--- src/rtl/elevator_dispatcher_if.sv ---
// Button-latch handshake between the request latches and the elevator dispatcher.
// The dispatcher consumes latched requests and returns one-cycle clear pulses plus car status.
interface elevator_dispatcher_if #(
    parameter int FLOORS     = 8,
    parameter int FLOOR_BITS = 3
);
    logic [FLOORS-1:0]     active_in_levels;
    logic [FLOORS-1:0]     active_out_up_levels;
    logic [FLOORS-1:0]     active_out_down_levels;
    logic [FLOORS-1:0]     inactivate_in_levels;
    logic [FLOORS-1:0]     inactivate_out_up_levels;
    logic [FLOORS-1:0]     inactivate_out_down_levels;
    logic [FLOOR_BITS-1:0] current_floor;
    logic                  dir_up;
    logic                  motor_up;
    logic                  motor_down;
    logic                  door_open;

    modport master (
        output active_in_levels, active_out_up_levels, active_out_down_levels,
        input  inactivate_in_levels, inactivate_out_up_levels, inactivate_out_down_levels,
        input  current_floor, dir_up, motor_up, motor_down, door_open
    );

    modport slave (
        input  active_in_levels, active_out_up_levels, active_out_down_levels,
        output inactivate_in_levels, inactivate_out_up_levels, inactivate_out_down_levels,
        output current_floor, dir_up, motor_up, motor_down, door_open
    );
endinterface

--- src/rtl/elevator_dispatcher.sv ---
// Collective (SCAN) elevator dispatcher: tracks car position with travel/door timers,
// drives motor and door, and returns one-cycle clear pulses for served requests.
module elevator_dispatcher #(
    parameter int FLOORS        = 8,
    parameter int FLOOR_BITS    = 3,
    parameter int TRAVEL_CYCLES = 16,
    parameter int DOOR_CYCLES   = 32
) (
    input  logic                 clk,
    input  logic                 reset,
    elevator_dispatcher_if.slave bus
);
    localparam int TMAX       = (TRAVEL_CYCLES > DOOR_CYCLES) ? TRAVEL_CYCLES : DOOR_CYCLES;
    localparam int TIMER_BITS = $clog2(TMAX);
    localparam logic [TIMER_BITS-1:0] TRAVEL_LOAD = TIMER_BITS'(TRAVEL_CYCLES - 1);
    localparam logic [TIMER_BITS-1:0] DOOR_LOAD   = TIMER_BITS'(DOOR_CYCLES - 1);
    localparam logic [TIMER_BITS-1:0] TIMER_ZERO  = {TIMER_BITS{1'b0}};
    localparam logic [FLOORS-1:0]     NO_BITS     = {FLOORS{1'b0}};

    typedef enum logic [1:0] {
        IDLE = 2'd0,
        MOVE = 2'd1,
        DOOR = 2'd2
    } state_e;

    state_e                state_q, state_d;
    logic [FLOOR_BITS-1:0] floor_q, floor_d;
    logic                  dir_q, dir_d;
    logic [TIMER_BITS-1:0] timer_q, timer_d;
    logic [FLOORS-1:0]     clr_in_q, clr_in_d;
    logic [FLOORS-1:0]     clr_up_q, clr_up_d;
    logic [FLOORS-1:0]     clr_dn_q, clr_dn_d;
    logic                  motor_up_q, motor_up_d;
    logic                  motor_dn_q, motor_dn_d;
    logic                  door_q, door_d;

    logic [FLOORS-1:0]     in_s, up_s, dn_s, req_s;
    logic [FLOOR_BITS-1:0] nf_s;
    logic                  above_s, below_s, here_s;
    logic                  beyond_up_s, beyond_dn_s, beyond_s;
    logic                  match_here_s, stop_s;

    // A bit whose clear pulse is in flight is still set in the latch for one more cycle; treat it as served.
    assign in_s  = bus.active_in_levels       & ~clr_in_q;
    assign up_s  = bus.active_out_up_levels   & ~clr_up_q;
    assign dn_s  = bus.active_out_down_levels & ~clr_dn_q;
    assign req_s = in_s | up_s | dn_s;

    // Neighbour floor and request-position summaries relative to the car and to the next floor.
    always_comb begin
        above_s     = 1'b0;
        below_s     = 1'b0;
        beyond_up_s = 1'b0;
        beyond_dn_s = 1'b0;
        if (dir_q) begin
            nf_s = floor_q + FLOOR_BITS'(1);
        end else begin
            nf_s = floor_q - FLOOR_BITS'(1);
        end
        for (int i = 0; i < FLOORS; i++) begin
            above_s     = above_s     | (req_s[i] & (i > int'(floor_q)));
            below_s     = below_s     | (req_s[i] & (i < int'(floor_q)));
            beyond_up_s = beyond_up_s | (req_s[i] & (i > int'(nf_s)));
            beyond_dn_s = beyond_dn_s | (req_s[i] & (i < int'(nf_s)));
        end
        here_s       = req_s[floor_q];
        beyond_s     = dir_q ? beyond_up_s : beyond_dn_s;
        match_here_s = in_s[floor_q] | (dir_q ? up_s[floor_q] : dn_s[floor_q]);
        stop_s       = in_s[nf_s] | (dir_q ? up_s[nf_s] : dn_s[nf_s]) | ~beyond_s;
    end

    // Next-state, position, direction, timer and clear-pulse decisions.
    always_comb begin
        state_d  = state_q;
        floor_d  = floor_q;
        dir_d    = dir_q;
        timer_d  = timer_q;
        clr_in_d = NO_BITS;
        clr_up_d = NO_BITS;
        clr_dn_d = NO_BITS;
        case (state_q)
            IDLE: begin
                if (here_s) begin
                    state_d           = DOOR;
                    timer_d           = DOOR_LOAD;
                    clr_in_d[floor_q] = in_s[floor_q];
                    clr_up_d[floor_q] = up_s[floor_q];
                    clr_dn_d[floor_q] = dn_s[floor_q];
                end else if (dir_q ? above_s : below_s) begin
                    state_d = MOVE;
                    timer_d = TRAVEL_LOAD;
                end else if (dir_q ? below_s : above_s) begin
                    state_d = MOVE;
                    timer_d = TRAVEL_LOAD;
                    dir_d   = ~dir_q;
                end else begin
                    state_d = IDLE;
                end
            end
            MOVE: begin
                if (timer_q == TIMER_ZERO) begin
                    floor_d = nf_s;
                    if (stop_s) begin
                        // With nothing further ahead the car turns around here, so both hall calls are served.
                        state_d        = DOOR;
                        timer_d        = DOOR_LOAD;
                        dir_d          = beyond_s ? dir_q : ~dir_q;
                        clr_in_d[nf_s] = in_s[nf_s];
                        clr_up_d[nf_s] = up_s[nf_s] & (dir_q | ~beyond_s);
                        clr_dn_d[nf_s] = dn_s[nf_s] & (~dir_q | ~beyond_s);
                    end else begin
                        timer_d = TRAVEL_LOAD;
                    end
                end else begin
                    timer_d = timer_q - TIMER_BITS'(1);
                end
            end
            DOOR: begin
                if (match_here_s) begin
                    timer_d           = DOOR_LOAD;
                    clr_in_d[floor_q] = in_s[floor_q];
                    clr_up_d[floor_q] = up_s[floor_q] & dir_q;
                    clr_dn_d[floor_q] = dn_s[floor_q] & ~dir_q;
                end else if (timer_q == TIMER_ZERO) begin
                    state_d = IDLE;
                end else begin
                    timer_d = timer_q - TIMER_BITS'(1);
                end
            end
            default: begin
                state_d = IDLE;
            end
        endcase
        motor_up_d = (state_d == MOVE) & dir_d;
        motor_dn_d = (state_d == MOVE) & ~dir_d;
        door_d     = (state_d == DOOR);
    end

    // State and registered outputs.
    always_ff @(posedge clk or posedge reset) begin
        if (reset) begin
            state_q    <= IDLE;
            floor_q    <= {FLOOR_BITS{1'b0}};
            dir_q      <= 1'b1;
            timer_q    <= TIMER_ZERO;
            clr_in_q   <= NO_BITS;
            clr_up_q   <= NO_BITS;
            clr_dn_q   <= NO_BITS;
            motor_up_q <= 1'b0;
            motor_dn_q <= 1'b0;
            door_q     <= 1'b0;
        end else begin
            state_q    <= state_d;
            floor_q    <= floor_d;
            dir_q      <= dir_d;
            timer_q    <= timer_d;
            clr_in_q   <= clr_in_d;
            clr_up_q   <= clr_up_d;
            clr_dn_q   <= clr_dn_d;
            motor_up_q <= motor_up_d;
            motor_dn_q <= motor_dn_d;
            door_q     <= door_d;
        end
    end

    assign bus.inactivate_in_levels       = clr_in_q;
    assign bus.inactivate_out_up_levels   = clr_up_q;
    assign bus.inactivate_out_down_levels = clr_dn_q;
    assign bus.current_floor              = floor_q;
    assign bus.dir_up                     = dir_q;
    assign bus.motor_up                   = motor_up_q;
    assign bus.motor_down                 = motor_dn_q;
    assign bus.door_open                  = door_q;
endmodule

--- src/flat_wrapper.sv ---
// flat-port wrapper written by rule: the top's interface ports become plain ports
module elevator_dispatcher_flat 
#(
    parameter int FLOORS        = 8,
    parameter int FLOOR_BITS    = 3,
    parameter int TRAVEL_CYCLES = 16,
    parameter int DOOR_CYCLES   = 32
)
  (clk, reset, bus_active_in_levels, bus_active_out_up_levels, bus_active_out_down_levels, bus_inactivate_in_levels, bus_inactivate_out_up_levels, bus_inactivate_out_down_levels, bus_current_floor, bus_dir_up, bus_motor_up, bus_motor_down, bus_door_open);
  elevator_dispatcher_if #(.FLOORS(FLOORS), .FLOOR_BITS(FLOOR_BITS)) bus_i ();
  input  logic clk;
  input  logic reset;
  input wire logic [$bits(bus_i.active_in_levels)-1:0] bus_active_in_levels;
  input wire logic [$bits(bus_i.active_out_up_levels)-1:0] bus_active_out_up_levels;
  input wire logic [$bits(bus_i.active_out_down_levels)-1:0] bus_active_out_down_levels;
  output wire logic [$bits(bus_i.inactivate_in_levels)-1:0] bus_inactivate_in_levels;
  output wire logic [$bits(bus_i.inactivate_out_up_levels)-1:0] bus_inactivate_out_up_levels;
  output wire logic [$bits(bus_i.inactivate_out_down_levels)-1:0] bus_inactivate_out_down_levels;
  output wire logic [$bits(bus_i.current_floor)-1:0] bus_current_floor;
  output wire logic [$bits(bus_i.dir_up)-1:0] bus_dir_up;
  output wire logic [$bits(bus_i.motor_up)-1:0] bus_motor_up;
  output wire logic [$bits(bus_i.motor_down)-1:0] bus_motor_down;
  output wire logic [$bits(bus_i.door_open)-1:0] bus_door_open;
  assign bus_i.active_in_levels = bus_active_in_levels;
  assign bus_i.active_out_up_levels = bus_active_out_up_levels;
  assign bus_i.active_out_down_levels = bus_active_out_down_levels;
  assign bus_inactivate_in_levels = bus_i.inactivate_in_levels;
  assign bus_inactivate_out_up_levels = bus_i.inactivate_out_up_levels;
  assign bus_inactivate_out_down_levels = bus_i.inactivate_out_down_levels;
  assign bus_current_floor = bus_i.current_floor;
  assign bus_dir_up = bus_i.dir_up;
  assign bus_motor_up = bus_i.motor_up;
  assign bus_motor_down = bus_i.motor_down;
  assign bus_door_open = bus_i.door_open;
  elevator_dispatcher #(.FLOORS(FLOORS), .FLOOR_BITS(FLOOR_BITS), .TRAVEL_CYCLES(TRAVEL_CYCLES), .DOOR_CYCLES(DOOR_CYCLES)) u_core (.clk(clk), .reset(reset), .bus(bus_i));
endmodule
--- config.mk ---
export PLATFORM = sky130hd
export DESIGN_NAME = elevator_dispatcher_flat
export DESIGN_NICKNAME = d
export VERILOG_FILES = /design/src/rtl/elevator_dispatcher_if.sv /design/src/rtl/elevator_dispatcher.sv /design/src/flat_wrapper.sv
export SDC_FILE = /design/constraint.sdc
export NUM_CORES = 1
export LEC_CHECK = 0
export ABC_AREA = 1
export BUFFER_PORTS_ARGS = -buffer_cell sky130_fd_sc_hd__buf_2
export CAP_MARGIN = 20
export CELL_PAD_IN_SITES_DETAIL_PLACEMENT = 1
export CELL_PAD_IN_SITES_GLOBAL_PLACEMENT = 2
export CORE_ASPECT_RATIO = 1.2
export CORE_UTILIZATION = 33
export DETAILED_ROUTE_END_ITERATION = 6
export GPL_TIMING_DRIVEN = 0
export HOLD_SLACK_MARGIN = 0.02
export PLACE_DENSITY = 0.86
export SKIP_CTS_REPAIR_TIMING = 1
export SYNTH_ARGS = -nofsm -noshare
export SYNTH_HDL_FRONTEND = slang
export SYNTH_SLANG_ARGS = --single-unit
--- constraint.sdc ---
create_clock -name clk -period 5.1 [get_ports clk]
set_input_delay 1.02 -clock clk [delete_from_list [all_inputs] [get_ports clk]]
set_output_delay 1.02 -clock clk [all_outputs]
set_load 0.01 [all_outputs]
# Word level (Yosys, flattened, before mapping)
# Cells that the tools add are included.
# totals
ff_bits	38
in_bits	26
wordCells	202
out_inout_bits	31
# classes
add_sub_neg	3
n_bitwise	82
mux	62
n_eq_ne	6
magnitude_cmp	32
n_reduce_logical	7
# ops
operator	count
8-bit 2-to-1 mux	12
8-bit AND	11
8-bit one-hot mux with 3 select lines	3
5-bit 2-to-1 mux	7
1-bit AND	34
1-bit bitwise OR	29
3-bit greater-than comparator, first input constant	8
8-bit NOT	3
1-bit binary-select mux with 3-bit select	7
1-bit 2-to-1 mux	21
3-bit < comparator, first input constant	6
8-bit bitwise OR	2
5-bit one-hot mux with 3 select lines	1
2-bit by 3-bit greater-than comparator with 1-bit output, first input constant	4
1-bit by 3-bit < comparator with 1-bit output, first input constant	4
2-bit by 3-bit < comparator with 1-bit output, first input constant	4
2-bit 2-to-1 mux	6
3-bit by 4-bit < comparator with 1-bit output, second input constant	2
1-bit demux with 3-bit select	2
3-bit by 1-bit greater-or-equal comparator with 1-bit output, second input constant	2
1-bit by 3-bit greater-than comparator with 1-bit output, first input constant	2
2-bit one-hot mux with 3 select lines	1
5-bit logical NOT	1
5-bit by 1-bit subtractor with 5-bit output, second input constant	1
14 further kinds	19

# Longest topological paths before layout
# Gate-level depths: netlist of run 1.
# logic_depth
word_depth	19
depth_mapped	23
depth_no_buf	21

# Least setup slack after synthesis of run 1
# No wires, ideal clock.
# synth_path
path_type	register -> register
startpoint	reg u_core.floor_q[0] (netlist: u_core.bus.current_floor[0])
endpoint	reg u_core.clr_dn_q[1] (netlist: u_core.bus.inactivate_out_down_levels[1])
period_less_slack_ns	2.861
setup_ns	0.082
path_buffers	2
slack_ns	2.239
t_required_ns	5.018
path_stages_with_launch	20
arrival_time_ns	2.779
cell_sequence	dfrtp_1 > buf_6 > inv_4 > buf_2 > ha_1 > inv_1 > nand2_1 > nand2_2 > nand2_1 > inv_1 > nand2_1 > nand2_1 > nand2_1 > nor2_1 > nand3_1 > and2_1 > ha_1 > nor2_1 > nand4_1 > a31oi_1
# synth_between
elab_chain_cells	18
elab_cells_between_ends	85
classes_between	add/sub (2); order compare (18); mux (27); bitwise (36); reduce/logical (2)
# synth_rtl
element	line_no	source
start: declaration	elevator_dispatcher.sv:27	logic [FLOOR_BITS-1:0] floor_q, floor_d;
start signal: assignment	elevator_dispatcher.sv:143	floor_q <= {FLOOR_BITS{1'b0}};
start signal: assignment	elevator_dispatcher.sv:154	floor_q <= floor_d;
3-bit by 1-bit subtractor with 3-bit output or 3-bit by 1-bit adder with 3-bit output (tied branches)	elevator_dispatcher.sv:58, elevator_dispatcher.sv:56	
3-bit 2-to-1 mux	elevator_dispatcher.sv:55	if (dir_q) begin
1-bit by 3-bit < comparator with 1-bit output (tied with other cells)	elevator_dispatcher.sv:64	beyond_dn_s = beyond_dn_s | (req_s[i] & (i < int'(nf_s)));
1-bit AND (on tied branches)	elevator_dispatcher.sv:64, elevator_dispatcher.sv:63	
1-bit bitwise OR (on tied branches) (6 in series)	elevator_dispatcher.sv:64, elevator_dispatcher.sv:63	
1-bit 2-to-1 mux	elevator_dispatcher.sv:67	beyond_s = dir_q ? beyond_up_s : beyond_dn_s;
1-bit NOT	elevator_dispatcher.sv:69, elevator_dispatcher.sv:110	
1-bit bitwise OR	elevator_dispatcher.sv:110	clr_dn_d[nf_s] = dn_s[nf_s] & (~dir_q | ~beyond_s);
1-bit AND	elevator_dispatcher.sv:110	
8-bit AND (no source line)	n/a	
8-bit 2-to-1 mux	elevator_dispatcher.sv:103	if (stop_s) begin
8-bit 2-to-1 mux	elevator_dispatcher.sv:101	if (timer_q == TIMER_ZERO) begin
8-bit one-hot mux with 3 select lines (*)	elevator_dispatcher.sv:81	case (state_q)
via u_core.clr_dn_d[1]	elevator_dispatcher.sv:32	logic [FLOORS-1:0] clr_dn_q, clr_dn_d;
end signal: assignment	elevator_dispatcher.sv:159	clr_dn_q <= clr_dn_d;
end: declaration	elevator_dispatcher.sv:32	
# The timed path passes the listed nets; every way through them passes the cells marked *. The select of a mux whose other input is x is not followed.
# A chain may end at the register's enable or synchronous reset.

# Worst setup path after layout of run 1
# layout_path
startpoint	reg u_core.floor_q[0] (netlist: u_core.bus.current_floor[0])
endpoint	reg u_core.clr_dn_q[0] (netlist: u_core.bus.inactivate_out_down_levels[0])
# The elaborated chain is that of the path after synthesis.

==> results of run 1 <==
-- cell usage after synthesis, types with 5 or more instances --
master / n
nand3_2: 5
nand4_1: 6
nor2_4: 7
inv_2: 12
o21ai_1: 7
o22ai_1: 11
inv_1: 72
nand3_1: 54
nand2_1: 186
a31oi_1: 11
a21oi_1: 12
nor2_1: 54
nand2_2: 11
dfrtp_1: 37
ha_1: 12
-- per-stage QoR --
step / hold WS [ns] / cell area (um^2)
3_3_place_gp: 0.556 / 3970
6_report: 0.575 / 4140
5_1_grt: 0.609 / 4140
3_5_place_dp: 0.565 / 3970
4_1_cts: 0.581 / 4140
2_1_floorplan: 0.521 / 3530
-- layout make-up --
class | count | share of cell area [%]
well taps | 129 | 3.90
clock inverters | 1 | 0.726
flip-flops and latches | 38 | 23.0
multi-input cells | 419 | 51.8
repair buffers | 56 | 6.77
inverters | 86 | 7.98
plain buffers | 15 | 2.45
clock buffers | 6 | 3.36
-- report_power, final --
group	leakage (uW)	switching, uW	internal, uW	total [uW]
Sequential	0.000487	36.0	357	393
Clock	0.0000829	134	242	375
Combinational	0.00164	772	317	1090
-- sequential cells by signal, summed over array words and instances, names as in the netlist --
signal / flops
u_core.bus.inactivate_in_levels: 8
u_core.bus.inactivate_out_down_levels: 8
u_core.bus.inactivate_out_up_levels: 8
u_core.timer_q: 5
u_core.bus.current_floor: 3
u_core.state_q: 2
u_core.bus.dir_up: 1
u_core.bus.door_open: 1
u_core.bus.motor_down: 1
u_core.bus.motor_up: 1
-- metal layers --
layer	global-route usage (%)	vias to the layer above	part of all wire [%]
li1	-	1908	-
met1	30.7	1900	39
met2	46.4	113	51
met3	3.97	38	4.5
met4	16.4	0	5.1
met5	0	-	0
-- logic make-up (layout without fill, tap and decap cells) --
family | after synthesis | count (layout) | synth area share (%)
DFF | 38 | 38 | 27.0
buffers and inverters | 101 | 164 | 12.2
and+or+nand+nor | 338 | 338 | 43.4
xor gates and xnor gates | 2 | 2 | 0.497
AOI/OAI and AO/OA | 67 | 67 | 12.6
adders and majority gates | 12 | 12 | 4.26
-- final timing paths --
kind	startpoint	endpoint	slack (ns)	cells past startpoint
worst min-delay path	u_core.timer_q[3]	u_core.timer_q[3]	0.57	2
worst max register to register	u_core.bus.current_floor[0]	u_core.bus.inactivate_out_down_levels[0]	1.30	19
worst max-delay path	u_core.bus.current_floor[0]	u_core.bus.inactivate_out_down_levels[0]	1.30	19
max in group asynchronous	reset	u_core.bus.inactivate_in_levels[5]	3.67	2
min in group asynchronous	reset	u_core.bus.inactivate_out_up_levels[6]	0.88	2
worst min register to register	u_core.timer_q[3]	u_core.timer_q[3]	0.57	2
-- tightest hold or removal path: cells and delay by family, from the launching register on --
family	cells	cell delay (ns)
buffers and inverters	1	0.08
AOI/OAI and AO/OA	1	0.12
DFF	1	0.34
==> flow_metrics.env, run 1 <==
export IMPL_peakVddDrop_mv=0.256
export IMPL_fin_nets=659
export IMPL_synth_cells=558
export IMPL_seqCellArea_um2=952
export IMPL_drv_slew=0
export IMPL_yosysSeqAreaShare_pct=27.0
export IMPL_hp_class="reg -> reg"
export IMPL_multiInputGateArea_um2=2140
export IMPL_rsz0062_at_grt="false"
export IMPL_power_density_nw_per_um2=449
export IMPL_wire_per_inst_um=18.6
export IMPL_pre_cts_ws_ns=1.37
export IMPL_syn_nets=596
export IMPL_grt_total_usage_pct=26.8
export IMPL_ctsRootBufferMaster="clkbuf_16"
export IMPL_syn_cell_area_um2=3530
export IMPL_synth_top_area_cell="dfrtp_1"
export IMPL_num_rows=41
export IMPL_synth_area_top_cells="dfrtp_1 26%, nand2_1 20%, inv_1 7.7%"
export IMPL_clk_pin_slew_ns=0.08
export IMPL_synth_top_area_share_pct=26.3
export IMPL_antenna_found_initial=0
export IMPL_coreArea_um2=10500
export IMPL_ys_flop_type="dfrtp_1"
export IMPL_crit_top_cell="nand2_1"
export IMPL_totalWireLength_um=14000
export IMPL_cap_violations=0
export IMPL_final_layout_size_suffix_gt1_share_pct=19.8
export IMPL_worst_pin_slew_ns=0.834
export IMPL_io_pins=57
export IMPL_p_total_uw=1860
export IMPL_io_buffer_count=56
export IMPL_die_area_um2=11100
export IMPL_fin_ws_ns=1.30
export IMPL_arrival_ns=3.98
export IMPL_drc=0
export IMPL_place_hpwl_um=11200
export IMPL_skew_ns=0.0210
export IMPL_dp_cells=743
export IMPL_yosysWarnings=0
export IMPL_max_slew_margin_pct=44.3
export IMPL_num_vias=3959
export IMPL_nFillCells=1434
export IMPL_end_kind="flop"
export IMPL_start_util_pct=33.7
export IMPL_htree_levels=2
export IMPL_worstSetupStartpointType="flop"
export IMPL_chipHeight_um=115
export IMPL_setup_viol=0
export IMPL_worst_path_buf_inv=5
export IMPL_grt_overflow=0
export IMPL_final_hold_viol_count=0
export IMPL_timing_setup_tns_ns=0
export IMPL_final_cell_mix="186 x nand2_1, 71 x inv_1, 59 x buf_2, 54 x nand3_1, 54 x nor2_1"
export IMPL_gp_congestion=0.893
export IMPL_clkLatencyLatePin_ns=0.31
export IMPL_async_reset_ff_share_pct=100
export IMPL_cts_made_buffers=5
export IMPL_crit_type="reg -> reg"
export IMPL_cp_slowest_cell="dfrtp_1"
export IMPL_synth_seq_cells=38
export IMPL_drt_iter0_markers=209
export IMPL_syn_mean_instance_area_um2=6.32
export IMPL_fmax_ghz=0.263
export IMPL_drtPass1Iterations=4
export IMPL_critPathRequiredTime_ns=5.28
export IMPL_grt_pass1_vias=4085
export IMPL_area_delta_synth_final_pct=17.3
export IMPL_via_per_inst=5.28
export IMPL_cts_buffer_depth=2
export IMPL_drtAntennaViolNets=0
export IMPL_die_width_um=96.4
export IMPL_ys_types=46
export IMPL_grt_max_degree=39
export IMPL_period_needed_ns=3.80
export IMPL_status="completed"
export IMPL_utilization_pct=39.5
export IMPL_final_common_cell="nand2_1"
export IMPL_min_period_over_period_pct=74.4
export IMPL_tritoncts_num_sinks=38
export IMPL_cp_max_fo=12
export IMPL_finalNonFillerCells=750
export IMPL_synth_edf_count=0
export IMPL_tritoncts="done"
export IMPL_p_leak_uw=0.00221
export IMPL_cpLargestDelayFamily="simple AND/OR/NAND/NOR gates"
export IMPL_grt_pass1_wl_um=21800
export IMPL_cp_slowest_stage_delay_ns=0.43
export IMPL_antenna_cells=0
export IMPL_worstPathCellList="buf_6 -> inv_4 -> buf_2 -> ha_1 -> inv_1 -> nand2_1 -> nand2_2 -> nand2_1 -> inv_1 -> nand2_1 -> nand2_1 -> nand2_1 -> nor2_1 -> nand3_1 -> and2_1 -> ha_1 -> nor2_1 -> nand4_1 -> a31oi_1"
Power figures use the tool's default switching activity.
==> run 2: changes to the inputs <==
Settings changed: CORE_UTILIZATION 33 to 31, PLACE_DENSITY 0.86 to 0.82.
Clock period 5.1 ns to 3.85 ns, I/O delays scaled along.
==> run 2 against run 1 <==
  * Routed wire length up 3.4%
  * Fmax is 4.8% higher
  * Non-clock buffer count is the same
  * Hold slack worse by 0.0040 ns
  * Critical path type unchanged
==> flow_metrics.env, run 2 (synthesized netlist as in run 1, its figures left out) <==
export IMPL_final_common_cell="nand2_1"
export IMPL_skew_ns=0.0102
export IMPL_via_per_inst=5.36
export IMPL_cts_buffer_depth=2
export IMPL_tritoncts="done"
export IMPL_clk_pin_slew_ns=0.07
export IMPL_gp_congestion=0.924
export IMPL_drc=0
export IMPL_cp_max_fo=12
export IMPL_timing_setup_tns_ns=0
export IMPL_die_width_um=99.4
export IMPL_totalWireLength_um=14400
export IMPL_min_period_over_period_pct=94.1
export IMPL_drtAntennaViolNets=0
export IMPL_drv_slew=0
export IMPL_io_pins=57
export IMPL_chipHeight_um=119
export IMPL_io_buffer_count=56
export IMPL_grt_pass1_vias=4191
export IMPL_worst_pin_slew_ns=0.825
export IMPL_fmax_ghz=0.276
export IMPL_rsz0062_at_grt="false"
export IMPL_drt_iter0_markers=254
export IMPL_clkLatencyLatePin_ns=0.29
export IMPL_grt_overflow=0
export IMPL_period_needed_ns=3.62
export IMPL_grt_pass1_wl_um=22900
export IMPL_final_hold_viol_count=0
export IMPL_hp_class="reg -> reg"
export IMPL_peakVddDrop_mv=0.256
export IMPL_htree_levels=2
export IMPL_fin_nets=659
export IMPL_num_rows=42
export IMPL_start_util_pct=32.0
export IMPL_ctsRootBufferMaster="clkbuf_16"
export IMPL_final_cell_mix="186 x nand2_1, 71 x inv_1, 59 x buf_2, 54 x nand3_1, 53 x nor2_1"
export IMPL_antenna_cells=0
export IMPL_drtPass1Iterations=4
export IMPL_final_layout_size_suffix_gt1_share_pct=20.0
export IMPL_utilization_pct=37.6
export IMPL_tritoncts_num_sinks=38
export IMPL_fin_ws_ns=0.226
export IMPL_grt_total_usage_pct=25.7
export IMPL_wire_per_inst_um=19.2
export IMPL_critPathRequiredTime_ns=4.02
export IMPL_setup_viol=0
export IMPL_cts_made_buffers=5
export IMPL_pre_cts_ws_ns=0.119
export IMPL_grt_max_degree=39
export IMPL_arrival_ns=3.80
export IMPL_worstSetupStartpointType="flop"
export IMPL_end_kind="flop"
export IMPL_place_hpwl_um=11500
export IMPL_area_delta_synth_final_pct=17.6
export IMPL_status="completed"
export IMPL_crit_type="reg -> reg"
export IMPL_antenna_found_initial=0
export IMPL_cap_violations=0
export IMPL_die_area_um2=11800
export IMPL_num_vias=4033
export IMPL_p_leak_uw=0.00221
export IMPL_coreArea_um2=11000
export IMPL_max_slew_margin_pct=44.9
export IMPL_power_density_nw_per_um2=600
[run 2: cell count changes in the layout (fill, tap and decap cells not counted)]
cell	previous run	this run
nor2_1	54	53
nor2_4	7	8
[run 2: path summary, 6_finish.rpt]
kind / slack, ns / cells after the start / startpoint / end
worst min-delay path: 0.57 / 2 / u_core.timer_q[1] / u_core.timer_q[1]
min in group asynchronous: 0.64 / 2 / reset / u_core.bus.inactivate_out_up_levels[5]
worst max-delay path: 0.23 / 19 / u_core.bus.current_floor[0] / u_core.bus.inactivate_out_down_levels[4]
worst max register to register: 0.23 / 19 / u_core.bus.current_floor[0] / u_core.bus.inactivate_out_down_levels[4]
max in group asynchronous: 2.69 / 2 / reset / u_core.bus.inactivate_out_down_levels[0]
worst min register to register: 0.57 / 2 / u_core.timer_q[1] / u_core.timer_q[1]
[run 2: routing by layer]
| metal | vias to the layer above | track usage (%) | part of all wire [%] |
|---|---|---|---|
| met5 | - | 0 | 0 |
| met1 | 1962 | 30.2 | 39 |
| met4 | 0 | 13.4 | 4.6 |
| li1 | 1917 | - | - |
| met2 | 121 | 45.4 | 51 |
| met3 | 33 | 2.99 | 4.8 |
[run 2: final cells by class]
| cell class | count | area (um^2) |
|---|---|---|
| Timing Repair Buffer | 56 | 280 |
| Multi-Input combinational cell | 419 | 2150 |
| Sequential cell | 38 | 952 |
| Clock inverter | 1 | 30.0 |
| Fill cell | 1484 | 6890 |
| Inverter | 86 | 330 |
| Tap cell | 132 | 165 |
| Buffer | 15 | 101 |
| Clock buffer | 6 | 139 |
[run 2: metrics by stage]
step / hold WS [ns] / area, um^2 / power [uW] / cells
floorplan: 0.521 / 3530 / 1530 / 558
global placement: 0.559 / 3970 / 1940 / 746
detailed placement: 0.568 / 3970 / 1980 / 746
CTS: 0.580 / 4140 / 2480 / 753
global route: 0.618 / 4150 / 2670 / 753
finish: 0.571 / 4150 / 2490 / 753
[run 2: power by group]
part	total (uW)	leakage (uW)	switching, uW	internal, uW
logic	1470	0.00164	1040	425
registers	520	0.000487	47.0	473
clock network	499	0.0000829	179	320
[run 2: worst max-delay path, cell delays in order, from the launching register on]
cell	delay [ns]
dfrtp_1	0.42
buf_6	0.18
inv_4	0.10
buf_2	0.29
ha_1	0.31
inv_1	0.09
nand2_1	0.07
nand2_2	0.23
nand2_1	0.21
inv_1	0.09
nand2_1	0.05
nand2_1	0.08
nand2_1	0.06
nor2_1	0.14
nand3_1	0.15
and2_1	0.19
ha_1	0.25
nor2_4	0.22
nand3_1	0.10
a31oi_1	0.26
==> run 3: changes to the inputs <==
Settings changed: CTS_CLUSTER_SIZE set to 12, GPL_TIMING_DRIVEN 0 to unset.
==> run 3 against run 2 <==
  * Sequential share of layout area rose by 0.60 points
  * Clock skew decreased by 0.0048 ns
  * Critical path depth decreased by 2
  * Cell area down 2.5%
==> flow_metrics.env, run 3 (synthesized netlist as in run 1, its figures left out) <==
export IMPL_arrival_ns=3.70
export IMPL_antenna_cells=0
export IMPL_cts_made_buffers=5
export IMPL_r2r_cells=17
export IMPL_setup_worst_path_end="u_core.bus.inactivate_out_down_levels[0]"
export IMPL_r2r_start="u_core.bus.current_floor[0]"
export IMPL_seq_power_share_pct=23.2
export IMPL_final_cell_area_um2=4040
export IMPL_utilization_pct=36.6
export IMPL_drtAntennaViolNets=0
export IMPL_gp_congestion=0.950
export IMPL_chipHeight_um=119
export IMPL_io_buffer_count=56
export IMPL_drtPass1Iterations=4
export IMPL_critPathRequiredTime_ns=4.05
export IMPL_power_density_nw_per_um2=581
export IMPL_setup_viol=0
export IMPL_grt_total_usage_pct=25.4
export IMPL_worstSetupStartpointType="flop"
export IMPL_die_area_um2=11800
export IMPL_crit_type="reg -> reg"
export IMPL_peakVddDrop_mv=0.321
export IMPL_via_per_inst=5.37
export IMPL_final_cell_mix="186 x nand2_1, 72 x inv_1, 56 x buf_2, 54 x nand3_1, 54 x nor2_1"
export IMPL_drc=0
export IMPL_rr_endpoint="u_core.bus.inactivate_out_down_levels[0]"
export IMPL_place_hpwl_um=11600
export IMPL_hp_class="reg -> reg"
export IMPL_postPlaceCellArea_um2=3910
export IMPL_fmax_ghz=0.285
export IMPL_rrSetupSlack_ns=0.35
export IMPL_p_sw_uw=1250
export IMPL_clkLatencyLatePin_ns=0.29
export IMPL_num_rows=42
export IMPL_max_slew_margin_pct=45.4
export IMPL_io_pins=57
export IMPL_rsz0062_at_grt="false"
export IMPL_clockPowerShare_pct=17.1
export IMPL_grt_max_degree=27
export IMPL_pre_cts_ws_ns=0.439
export IMPL_cp_max_fo=26
export IMPL_die_width_um=99.4
export IMPL_drv_slew=0
export IMPL_htree_levels=2
export IMPL_clk_pin_slew_ns=0.06
export IMPL_num_vias=3992
export IMPL_cts_buffer_depth=2
export IMPL_grt_pass1_wl_um=22600
export IMPL_final_layout_size_suffix_gt1_share_pct=19.1
export IMPL_tritoncts_num_sinks=38
export IMPL_worst_pin_slew_ns=0.818
export IMPL_cap_violations=0
export IMPL_timing_setup_tns_ns=0
export IMPL_pwr_share_comb_pct=59.7
export IMPL_fin_nets=649
export IMPL_use_met2_pct=43.8
export IMPL_grt_overflow=0
export IMPL_min_period_over_period_pct=91.0
export IMPL_met1_usage_pct=30.4
export IMPL_final_common_cell="nand2_1"
export IMPL_area_delta_synth_final_pct=14.7
export IMPL_grtUsageMet3_pct=3.40
export IMPL_cp_startpoint="u_core.bus.current_floor[0]"
export IMPL_fin_ws_ns=0.345
export IMPL_final_hold_viol_count=0
export IMPL_coreArea_um2=11000
export IMPL_nFillCells=1503
export IMPL_antenna_found_initial=0
export IMPL_grt_busiest_layer="met2"
export IMPL_drt_iter0_markers=200
export IMPL_tritoncts="done"
export IMPL_ctsRootBufferMaster="clkbuf_16"
export IMPL_wire_per_inst_um=19.5
export IMPL_p_leak_uw=0.00216
export IMPL_totalWireLength_um=14500
export IMPL_hold_depth=2
export IMPL_grt_pass1_vias=4114
export IMPL_skew_ns=0.00542
export IMPL_switching_share_pct=53.1
export IMPL_period_needed_ns=3.50
export IMPL_p_int_uw=1100
export IMPL_end_kind="flop"
export IMPL_start_util_pct=32.0
export IMPL_status="completed"
## run 3: how the worst min path moves through the flow
stage / start / end / slack [ns]
after floorplan: u_core.timer_q[1] / u_core.timer_q[1] / 0.52
after global placement: u_core.timer_q[1] / u_core.timer_q[1] / 0.54
after detailed placement: u_core.timer_q[1] / u_core.timer_q[1] / 0.56
after CTS: u_core.timer_q[1] / u_core.timer_q[1] / 0.57
after global routing: u_core.timer_q[1] / u_core.timer_q[1] / 0.60
final: u_core.timer_q[1] / u_core.timer_q[1] / 0.56
## run 3: area by class of cell
type	instances	area, um^2	share of cell area, %
clock buffers	5	125	3.09
clock inverters	2	10.0	0.248
inverters	86	330	8.17
multi-input cells	419	2140	53.0
flip-flops and latches	38	952	23.5
well taps	132	165	4.08
repair buffers	61	318	7.86
## run 3: per-layer routing
| layer | part of all wire [%] | vias to the layer above |
|---|---|---|
| met2 | 51 | 105 |
| li1 | - | 1889 |
| met4 | 4.4 | 0 |
| met5 | 0 | - |
| met1 | 41 | 1962 |
| met3 | 3.8 | 36 |
## run 3: critical path, cell delays in order, from the launching register on
cell     delay, ns
dfrtp_1       0.50
inv_4         0.09
buf_4         0.31
ha_1          0.27
inv_1         0.07
nand2_1       0.07
nand3_1       0.08
nand2_1       0.33
nand2_1       0.09
nand2_1       0.07
nand2_1       0.05
nor2_1        0.10
nand3_1       0.14
and2_1        0.21
ha_1          0.21
nor2_1        0.44
nand4_1       0.20
a31oi_1       0.17
## run 3: per-stage QoR
step / instances / power (uW) / hold slack (ns)
floorplan: 558 / 1530 / 0.521
global placement: 736 / 1900 / 0.540
detailed placement: 736 / 1940 / 0.557
CTS: 743 / 2350 / 0.570
global route: 743 / 2510 / 0.601
finish: 743 / 2350 / 0.565
## run 3: power by group through the flow
stage	registers, uW	clock network [uW]	logic (uW)
floorplan	535	0	996
global placement	550	0	1350
detailed placement	554	0	1390
CTS	547	410	1390
global route	555	425	1530
finish	546	401	1400
